===== config.mk =====
export PLATFORM = sky130hd
export DESIGN_NAME = conv_1st_pool_flat
export DESIGN_NICKNAME = d
export VERILOG_FILES = /design/src/rtl/conv_1st_pool_if.sv /design/src/rtl/conv_1st_pool.sv /design/src/flat_wrapper.sv
export SDC_FILE = /design/constraint.sdc
export NUM_CORES = 2
export LEC_CHECK = 0
export ABC_AREA = 1
export CAP_MARGIN = 40
export CORE_UTILIZATION = 55
export CTS_CLUSTER_DIAMETER = 30
export DETAILED_ROUTE_END_ITERATION = 10
export PLACE_DENSITY = 0.8
export SYNTH_ARGS = -nofsm -noshare
export SYNTH_HDL_FRONTEND = slang
export SYNTH_SLANG_ARGS = --single-unit
export TNS_END_PERCENT = 30

===== constraint.sdc =====
create_clock -name clk -period 6.1 [get_ports clk]
set_input_delay 1.22 -clock clk [delete_from_list [all_inputs] [get_ports clk]]
set_output_delay 1.22 -clock clk [all_outputs]
set_load 0.02 [all_outputs]

===== src/rtl/conv_1st_pool_if.sv =====
// rtl/conv_1st_pool_if.sv - row-in / pooled-row-out bundle for the first-layer max-pool stage
interface conv_1st_pool_if #(
    parameter int COLS     = 40,
    parameter int ROWS     = 40,
    parameter int CHANNELS = 32
);
    localparam int CW = (CHANNELS > 1) ? $clog2(CHANNELS) : 1;
    localparam int PW = (ROWS > 3) ? $clog2(ROWS / 2) : 1;

    logic                    sta;
    logic                    valid_i;
    logic [COLS*8-1:0]       conv_i;
    logic [(COLS/2)*8-1:0]   pool_o;
    logic                    valid_o;
    logic [CW-1:0]           ch_o;
    logic [PW-1:0]           prow_o;
    logic                    last_o;
    logic                    busy_o;

    modport master (
        output sta, valid_i, conv_i,
        input  pool_o, valid_o, ch_o, prow_o, last_o, busy_o
    );

    modport slave (
        input  sta, valid_i, conv_i,
        output pool_o, valid_o, ch_o, prow_o, last_o, busy_o
    );
endinterface


===== src/rtl/conv_1st_pool.sv =====
// rtl/conv_1st_pool.sv - 2x2 stride-2 max pool over full conv rows, channel-major frame tracking
module conv_1st_pool #(
    parameter int COLS     = 40,
    parameter int ROWS     = 40,
    parameter int CHANNELS = 32
) (
    input  logic           clk,
    input  logic           rst_n,
    conv_1st_pool_if.slave bus
);
    localparam int RW = $clog2(ROWS + 1);
    localparam int CW = (CHANNELS > 1) ? $clog2(CHANNELS) : 1;
    localparam int PW = (ROWS > 3) ? $clog2(ROWS / 2) : 1;
    localparam logic [RW-1:0] LAST_ROW = RW'(ROWS - 1);
    // Odd row closing the final pair; differs from LAST_ROW only when ROWS is odd
    localparam logic [RW-1:0] LAST_ODD = RW'(2 * (ROWS / 2) - 1);
    localparam logic [CW-1:0] LAST_CH  = CW'(CHANNELS - 1);

    typedef enum logic [1:0] {S_IDLE, S_EVEN, S_ODD} state_t;

    state_t                  state, state_n;
    logic [RW-1:0]           row_cnt, row_cnt_n;
    logic [CW-1:0]           ch_cnt, ch_cnt_n;
    logic                    latch_row, emit, emit_last, busy_n;
    logic [COLS*8-1:0]       row_buf;
    logic [(COLS/2)*8-1:0]   pooled;

    function automatic logic [7:0] max2(input logic [7:0] a, input logic [7:0] b);
        return (a > b) ? a : b;
    endfunction

    always_comb begin
        pooled = '0;
        for (int j = 0; j < COLS / 2; j++) begin
            pooled[j*8 +: 8] = max2(max2(row_buf[16*j +: 8], row_buf[16*j+8 +: 8]),
                                    max2(bus.conv_i[16*j +: 8], bus.conv_i[16*j+8 +: 8]));
        end
    end

    always_comb begin
        state_n   = state;
        row_cnt_n = row_cnt;
        ch_cnt_n  = ch_cnt;
        latch_row = 1'b0;
        emit      = 1'b0;
        emit_last = 1'b0;
        busy_n    = bus.busy_o;
        if (bus.sta) begin
            // A row arriving with sta is row 0 of channel 0
            busy_n   = 1'b1;
            ch_cnt_n = '0;
            if (bus.valid_i) begin
                latch_row = 1'b1;
                row_cnt_n = RW'(1);
                state_n   = S_ODD;
            end else begin
                row_cnt_n = '0;
                state_n   = S_EVEN;
            end
        end else if (bus.valid_i) begin
            case (state)
                S_EVEN: begin
                    if (row_cnt == LAST_ROW) begin
                        row_cnt_n = '0;
                        if (ch_cnt == LAST_CH) begin
                            state_n = S_IDLE;
                            busy_n  = 1'b0;
                        end else begin
                            ch_cnt_n = ch_cnt + 1'b1;
                        end
                    end else begin
                        latch_row = 1'b1;
                        row_cnt_n = row_cnt + 1'b1;
                        state_n   = S_ODD;
                    end
                end
                S_ODD: begin
                    emit      = 1'b1;
                    emit_last = (row_cnt == LAST_ODD) && (ch_cnt == LAST_CH);
                    state_n   = S_EVEN;
                    if (row_cnt == LAST_ROW) begin
                        row_cnt_n = '0;
                        if (ch_cnt == LAST_CH) begin
                            state_n = S_IDLE;
                            busy_n  = 1'b0;
                        end else begin
                            ch_cnt_n = ch_cnt + 1'b1;
                        end
                    end else begin
                        row_cnt_n = row_cnt + 1'b1;
                    end
                end
                default: ;
            endcase
        end
    end

    always_ff @(posedge clk or negedge rst_n) begin
        if (!rst_n) begin
            state       <= S_IDLE;
            row_cnt     <= '0;
            ch_cnt      <= '0;
            row_buf     <= '0;
            bus.pool_o  <= '0;
            bus.valid_o <= 1'b0;
            bus.ch_o    <= '0;
            bus.prow_o  <= '0;
            bus.last_o  <= 1'b0;
            bus.busy_o  <= 1'b0;
        end else begin
            state       <= state_n;
            row_cnt     <= row_cnt_n;
            ch_cnt      <= ch_cnt_n;
            bus.valid_o <= emit;
            bus.last_o  <= emit_last;
            bus.busy_o  <= busy_n;
            if (latch_row) begin
                row_buf <= bus.conv_i;
            end
            if (emit) begin
                bus.pool_o <= pooled;
                bus.ch_o   <= ch_cnt;
                bus.prow_o <= PW'(row_cnt >> 1);
            end
        end
    end
endmodule


===== src/flat_wrapper.sv =====
// flat-port wrapper written by rule: the top's interface ports become plain ports
module conv_1st_pool_flat 
#(
    parameter int COLS     = 40,
    parameter int ROWS     = 40,
    parameter int CHANNELS = 32
)
  (clk, rst_n, bus_sta, bus_valid_i, bus_conv_i, bus_pool_o, bus_valid_o, bus_ch_o, bus_prow_o, bus_last_o, bus_busy_o);
  conv_1st_pool_if #(.COLS(COLS), .ROWS(ROWS), .CHANNELS(CHANNELS)) bus_i ();
  input  logic clk;
  input  logic rst_n;
  input wire logic [$bits(bus_i.sta)-1:0] bus_sta;
  input wire logic [$bits(bus_i.valid_i)-1:0] bus_valid_i;
  input wire logic [$bits(bus_i.conv_i)-1:0] bus_conv_i;
  output wire logic [$bits(bus_i.pool_o)-1:0] bus_pool_o;
  output wire logic [$bits(bus_i.valid_o)-1:0] bus_valid_o;
  output wire logic [$bits(bus_i.ch_o)-1:0] bus_ch_o;
  output wire logic [$bits(bus_i.prow_o)-1:0] bus_prow_o;
  output wire logic [$bits(bus_i.last_o)-1:0] bus_last_o;
  output wire logic [$bits(bus_i.busy_o)-1:0] bus_busy_o;
  assign bus_i.sta = bus_sta;
  assign bus_i.valid_i = bus_valid_i;
  assign bus_i.conv_i = bus_conv_i;
  assign bus_pool_o = bus_i.pool_o;
  assign bus_valid_o = bus_i.valid_o;
  assign bus_ch_o = bus_i.ch_o;
  assign bus_prow_o = bus_i.prow_o;
  assign bus_last_o = bus_i.last_o;
  assign bus_busy_o = bus_i.busy_o;
  conv_1st_pool #(.COLS(COLS), .ROWS(ROWS), .CHANNELS(CHANNELS)) u_core (.clk(clk), .rst_n(rst_n), .bus(bus_i));
endmodule

Word level (Yosys, flattened, before mapping)
Cells that the tools add are included.
{"block": "classes", "add_sub_neg": 2, "magnitude_cmp": 60, "bitwise": 0, "mul": 0, "reduce_logical": 11, "mux": 94, "eq_ne": 6, "n_div": 0, "shift": 0}
{"operator": "greater-than comparator 8 bit", "count": 60}
{"operator": "2-to-1 mux 8 bit", "count": 60}
{"operator": "2-to-1 mux 5 bit", "count": 5}
{"operator": "2-to-1 mux 6 bit", "count": 4}
{"operator": "2-to-1 mux 1 bit", "count": 18}
{"operator": "2-to-1 mux 2 bit", "count": 6}
{"operator": "AND reduction 4 bit", "count": 2}
{"operator": "nonzero test 2 bit", "count": 4}
{"operator": "adder 6 x 1 -> 6 bit, second input constant", "count": 1}
{"operator": "equality test 6 bit, second input constant", "count": 1}
{"operator": "adder 5 x 1 -> 5 bit, second input constant", "count": 1}
{"operator": "equality test 5 bit, second input constant", "count": 1}
{"operator": "!= test 4 bit, second input constant", "count": 1}
{"operator": "case mux 2 bit (2 select lines)", "count": 1}
{"operator": "AND reduction 3 bit", "count": 1}
{"operator": "nonzero test 3 bit", "count": 1}
{"operator": "equality test 2 x 1 -> 1 bit, second input constant", "count": 1}
{"operator": "equality test 2 bit, second input constant", "count": 1}
{"operator": "!= test 2 bit, second input constant", "count": 1}
{"operator": "AND reduction 2 bit", "count": 1}
{"operator": "OR reduction 2 bit", "count": 1}
{"operator": "logical AND 1 bit", "count": 1}
{"block": "word_totals", "wordCells": 183, "ramBits": 0, "rom_bits": 0, "memories": 0, "regBits": 506, "output_inout_bits": 173, "latchBits": 0, "in_bits": 324}

Depth between registers and ports, before layout
{"block": "logic_depth", "depth_word": 6, "depth_mapped": 24, "ltp_nobuf": 24}

Least setup slack after synthesis
No wires, ideal clock.
{"block": "synth_path", "kind": "input port to flip-flop", "startpoint": "input bus_conv_i[127]", "endpoint": "register u_core.bus.pool_o[56]", "slack_ps": 2425, "cell_stages": 18, "required_ps": 5982, "t_arrival_ps": 3557, "n_path_buf": 0, "path_cell_list": "inv_1 ha_1 nand2_1 nor2_1 nand4_1 nand2_1 nand2_1 and2_1 ha_1 nand2_1 inv_1 nand2_1 nand2_1 nand2_1 a21oi_1 nand3_1 nand3_1 nand2_1"}
{"block": "synth_between", "elab_chain_cells": 4}
{"element": "start: declaration", "line_no": "flat_wrapper.sv:14", "rtl": "input wire logic [$bits(bus_i.conv_i)-1:0] bus_conv_i;"}
{"element": "greater-than comparator 8 bit", "line_no": "conv_1st_pool.sv:29", "rtl": "return (a > b) ? a : b;"}
{"element": "2-to-1 mux 8 bit (*)", "line_no": "conv_1st_pool.sv:29"}
{"element": "greater-than comparator 8 bit", "line_no": "conv_1st_pool.sv:29"}
{"element": "2-to-1 mux 8 bit (*)", "line_no": "conv_1st_pool.sv:29"}
{"element": "end signal: assignment", "line_no": "conv_1st_pool.sv:121", "rtl": "bus.pool_o <= pooled;"}
{"element": "end: declaration", "line_no": "conv_1st_pool_if.sv:27", "rtl": "output pool_o, valid_o, ch_o, prow_o, last_o, busy_o"}
Mark *: on every way between the ends. The rest lies on a longest branch, timed or not.
A chain may end at the register's enable or synchronous reset.

Worst setup path in the final report
{"block": "layout_path", "startpoint": "input bus_conv_i[255]", "endpoint": "register u_core.bus.pool_o[125]"}
Same word-level chain as after synthesis.

==> summary.md <==
| Metric | Value |
|---|---|
| Status | `complete, no violations` |
| Placed insts | `6551` |
| Total negative slack for setup checks | `0 ns` |
| Via density per instance | `5.53` |
| Die extent in x | `263 um` |
| Worst slack after detailed placement | `1.12 ns` |
| CTS root buffer | `sky130_fd_sc_hd__clkbuf_16` |
| Wire length of the first global-routing pass | `180000 um` |
| Wire length reported by the detailed router | `110000 um` |
| Overall track demand over capacity in global routing | `31.4%` |
| Antenna violations before repair | `14` |
| Global-route met2 utilization | `51.6%` |
| Synth unique cells | `29` |
| Mapped Avg Cell Area | `7.11 um2` |
| Endpoints failing setup | `0` |
| Setup bufs post-CTS | `0` |
| HP Class | `reg2reg` |
| Vias after detailed routing | `37500` |
| Final hold vios | `0` |
| Number of nets with antenna violations after detailed routing | `0` |
| Die footprint | `69300 um2` |
| Busiest metal layer after global routing | `met2` |
| Crit share post-route | `73.2%` |
| Mapped cell area | `37500 um2` |
| Global routing usage on met1 | `40.4%` |
| Pre-Repair DR Iteration Count | `8` |
| Layout Area Growth over Synthesis | `26.7%` |
| Leakage power summed over all cells | `0.0251 uW` |
| Worst-path clk slew | `0.05 ns` |
| Origin of the critical flop-to-flop path | `u_core.row_buf[247]` |
| Fillers | `5340` |
| Kind of end point of the critical path | `flop` |
| Final setup skew | `0.0343 ns` |
| Clock H-tree levels | `3` |
| Portion of the post-synthesis area used by sequential elements | `33.7%` |
| Worst Tran Pin Value | `1.13 ns` |
| Worst setup path category | `in2reg` |
| Post-route DRC violation count | `0` |
| Worst setup path start | `bus_conv_i[255]` |
| Achievable frequency | `224 MHz` |
| Max capacitance violation total | `0` |
| Non-filler instance count after layout | `6775` |
| Unrepaired setup endpoints after global routing | `no` |
| Critical Path Start Type | `input pin` |
| Largest driver fanout on the critical path | `9` |
| Worst hold path startpoint | `u_core.bus.pool_o[24]` |
| Total area of multi-input combinational cells | `21700 um2` |
| Clock tree from TritonCTS | `yes` |
| Number of register bits inferred by synthesis | `506` |
| Met3 usage in global routing | `6.70%` |
| Post-cts gate resize count | `0` |
| Number of nets produced by synthesis | `6085` |
| Aggregate global routing overflow | `0` |
| Hold endpoint | `u_core.bus.pool_o[24]` |
| Wirelength per Cell | `16.2 um` |
| Detailed placement HPWL | `80300 um` |
| Clock Latency Late Sink | `0.67 ns` |
| Normalized max-slew margin | `24.7%` |
| Number of standard cells after synthesis | `5276` |
| Worst R2R Path Depth | `18` |
| Max-slew violation total from the final report | `0` |
| Power density normalized to cell area | `455 nW/um2` |
| Data required time of the worst path | `6.64 ns` |
| Routability congestion estimate | `0.943` |
| Setup slack of the critical path after layout | `1.64 ns` |
| Clock tree buffer depth | `3` |
| Port-buffer cells | `496` |
| Placeable core region | `67300 um2` |
| Yosys warns | `0` |
| Largest net degree at the start of global routing | `245` |
| Starting density of the core | `55.8%` |
| Worst IR Drop VDD | `340 uV` |
| Top-Level Pins | `497` |
| Core Util, Final | `70.7%` |
| Fraction of layout instances using a drive strength above 1 | `3.92%` |
| Tot Pwr | `21600 uW` |
| Number of DRC markers after the initial detailed-route iteration | `3044` |
| Minimum clock period after layout | `4.46 ns` |
| Register cell area after layout | `12700 um2` |
| Number of sinks on the clock net | `506` |
| Num CTS Buffers | `115` |
| Number of buffers inserted for hold repair after clock tree synthesis | `0` |
| Destination of the worst register-to-register timing path | `u_core.bus.pool_o[125]` |
| R2R setup slack | `2.22 ns` |
| Final Net Count | `6604` |
| Height of the die | `263 um` |
| Number of rows created at floorplan | `95` |
| Vias in the first global route | `36400` |
| Worst hold path stage count | `2` |
| Data arrival, critical path | `5.01 ns` |
## layout make-up
cell class,instances,share of cell area (%)
multi-input cells,3961,45.6
flip-flops and latches,506,26.6
repair buffers,508,10.8
clock buffers,141,6.75
inverters,703,5.56
clock inverters,78,2.36
well taps,873,2.30
diodes,5,0.0263
## critical path: stages
cell,delay [ns]
sky130_fd_sc_hd__clkdlybuf4s50_1,0.54
sky130_fd_sc_hd__inv_1,0.06
sky130_fd_sc_hd__ha_1,0.28
sky130_fd_sc_hd__nand2_1,0.07
sky130_fd_sc_hd__nor2_1,0.15
sky130_fd_sc_hd__nand4_1,0.38
sky130_fd_sc_hd__nand2_1,0.44
sky130_fd_sc_hd__nand2_1,0.11
sky130_fd_sc_hd__and2_1,0.16
sky130_fd_sc_hd__ha_1,0.29
sky130_fd_sc_hd__nand2_1,0.08
sky130_fd_sc_hd__inv_1,0.06
sky130_fd_sc_hd__nand2_1,0.04
sky130_fd_sc_hd__nand2_1,0.06
sky130_fd_sc_hd__nand2_1,0.06
sky130_fd_sc_hd__a21oi_1,0.64
sky130_fd_sc_hd__nand3_1,0.16
sky130_fd_sc_hd__nand3_1,0.13
sky130_fd_sc_hd__nand2_1,0.06
## cells by family after synthesis
family,Yosys count,synth area share (%)
compound gates,587,8.40
xor+xnor,1,0.0233
fa+ha+maj,485,16.2
buf+inv,809,8.55
flops,506,33.7
simple gates,2888,33.1
## per-stage QoR
step	cell area, um2	hold WS, ns
after CTS	47500	0.479
after global routing	47500	0.487
after detailed placement	43200	0.466
after global placement	43200	0.463
final	47500	0.475
after floorplan	37500	0.505
## power by group
part	total [uW]	internal, uW	switching, uW	leakage (uW)
combinational	9600	3770	5830	0.0168
sequential	5220	4410	815	0.00627
clock	6790	4620	2170	0.00208
total	21600	12800	8820	0.0251
## state kept, by name, indices dropped and copies added, names as in the netlist
name / flops
u_core.row_cnt: 6
u_core.bus.busy_o: 1
u_core.bus.pool_o: 160
u_core.row_buf: 320
u_core.bus.prow_o: 5
u_core.bus.valid_o: 1
u_core.bus.last_o: 1
u_core.bus.ch_o: 5
u_core.ch_cnt: 5
u_core.state: 2
## metal layers
metal / wire length (um) / vias to the layer above / part of all wire [%]
li1: - / 18300 / -
met1: 46100 / 17400 / 42
met2: 51200 / 1419 / 47
met3: 8520 / 316 / 7.8
met4: 4020 / 18 / 3.7
met5: 123 / - / 0.11
## synth_stat cells (all sizes together)
cell    count  area [um2]
a211oi      1        7.51
a21o       37         278
a21oi     164         821
a31oi       1        6.26
and2      160        1000
buf        85         489
clkbuf     21        78.8
clkinv      1        3.75
dfrtp     506       12700
ha        485        6070
inv       702        2640
nand2    1731        6500
nand3     820        4100
nand4      50         319
nor2      113         424
nor3       12        65.1
nor3b       2        15.0
o211ai      2        15.0
o21a       29         218
o21ai     343        1720
o21bai      9        67.6
o31ai       1        21.3
xor2        1        8.76
## placed cells by master (no fill, tap or decap), drive strengths merged, types with 5 or more instances in the layout
cell type | netlist | final
ha | 485 | 485
clkbuf | 21 | 141
nand3 | 820 | 820
o21a | 29 | 29
a21o | 37 | 37
clkinv | 1 | 29
buf | 85 | 13
nor3 | 12 | 12
nor2 | 113 | 113
and2 | 160 | 160
a21oi | 164 | 164
nand4 | 50 | 50
inv | 702 | 718
bufinv | 0 | 20
clkdlybuf4s50 | 0 | 495
diode | 0 | 5
dfrtp | 506 | 506
o21bai | 9 | 9
clkinvlp | 0 | 14
nand2 | 1731 | 1731
o21ai | 343 | 343
## worst max path at each step
stage,end,slack [ns],depth (start not counted)
global placement,u_core.bus.pool_o[107],1.21,17
finish,u_core.bus.pool_o[125],1.64,19
global route,u_core.bus.pool_o[47],1.33,21
detailed placement,u_core.bus.pool_o[124],1.12,19
floorplan,u_core.bus.pool_o[56],2.42,18
CTS,u_core.bus.pool_o[47],1.79,21
Note: power is estimated with default switching activity, not from simulation.
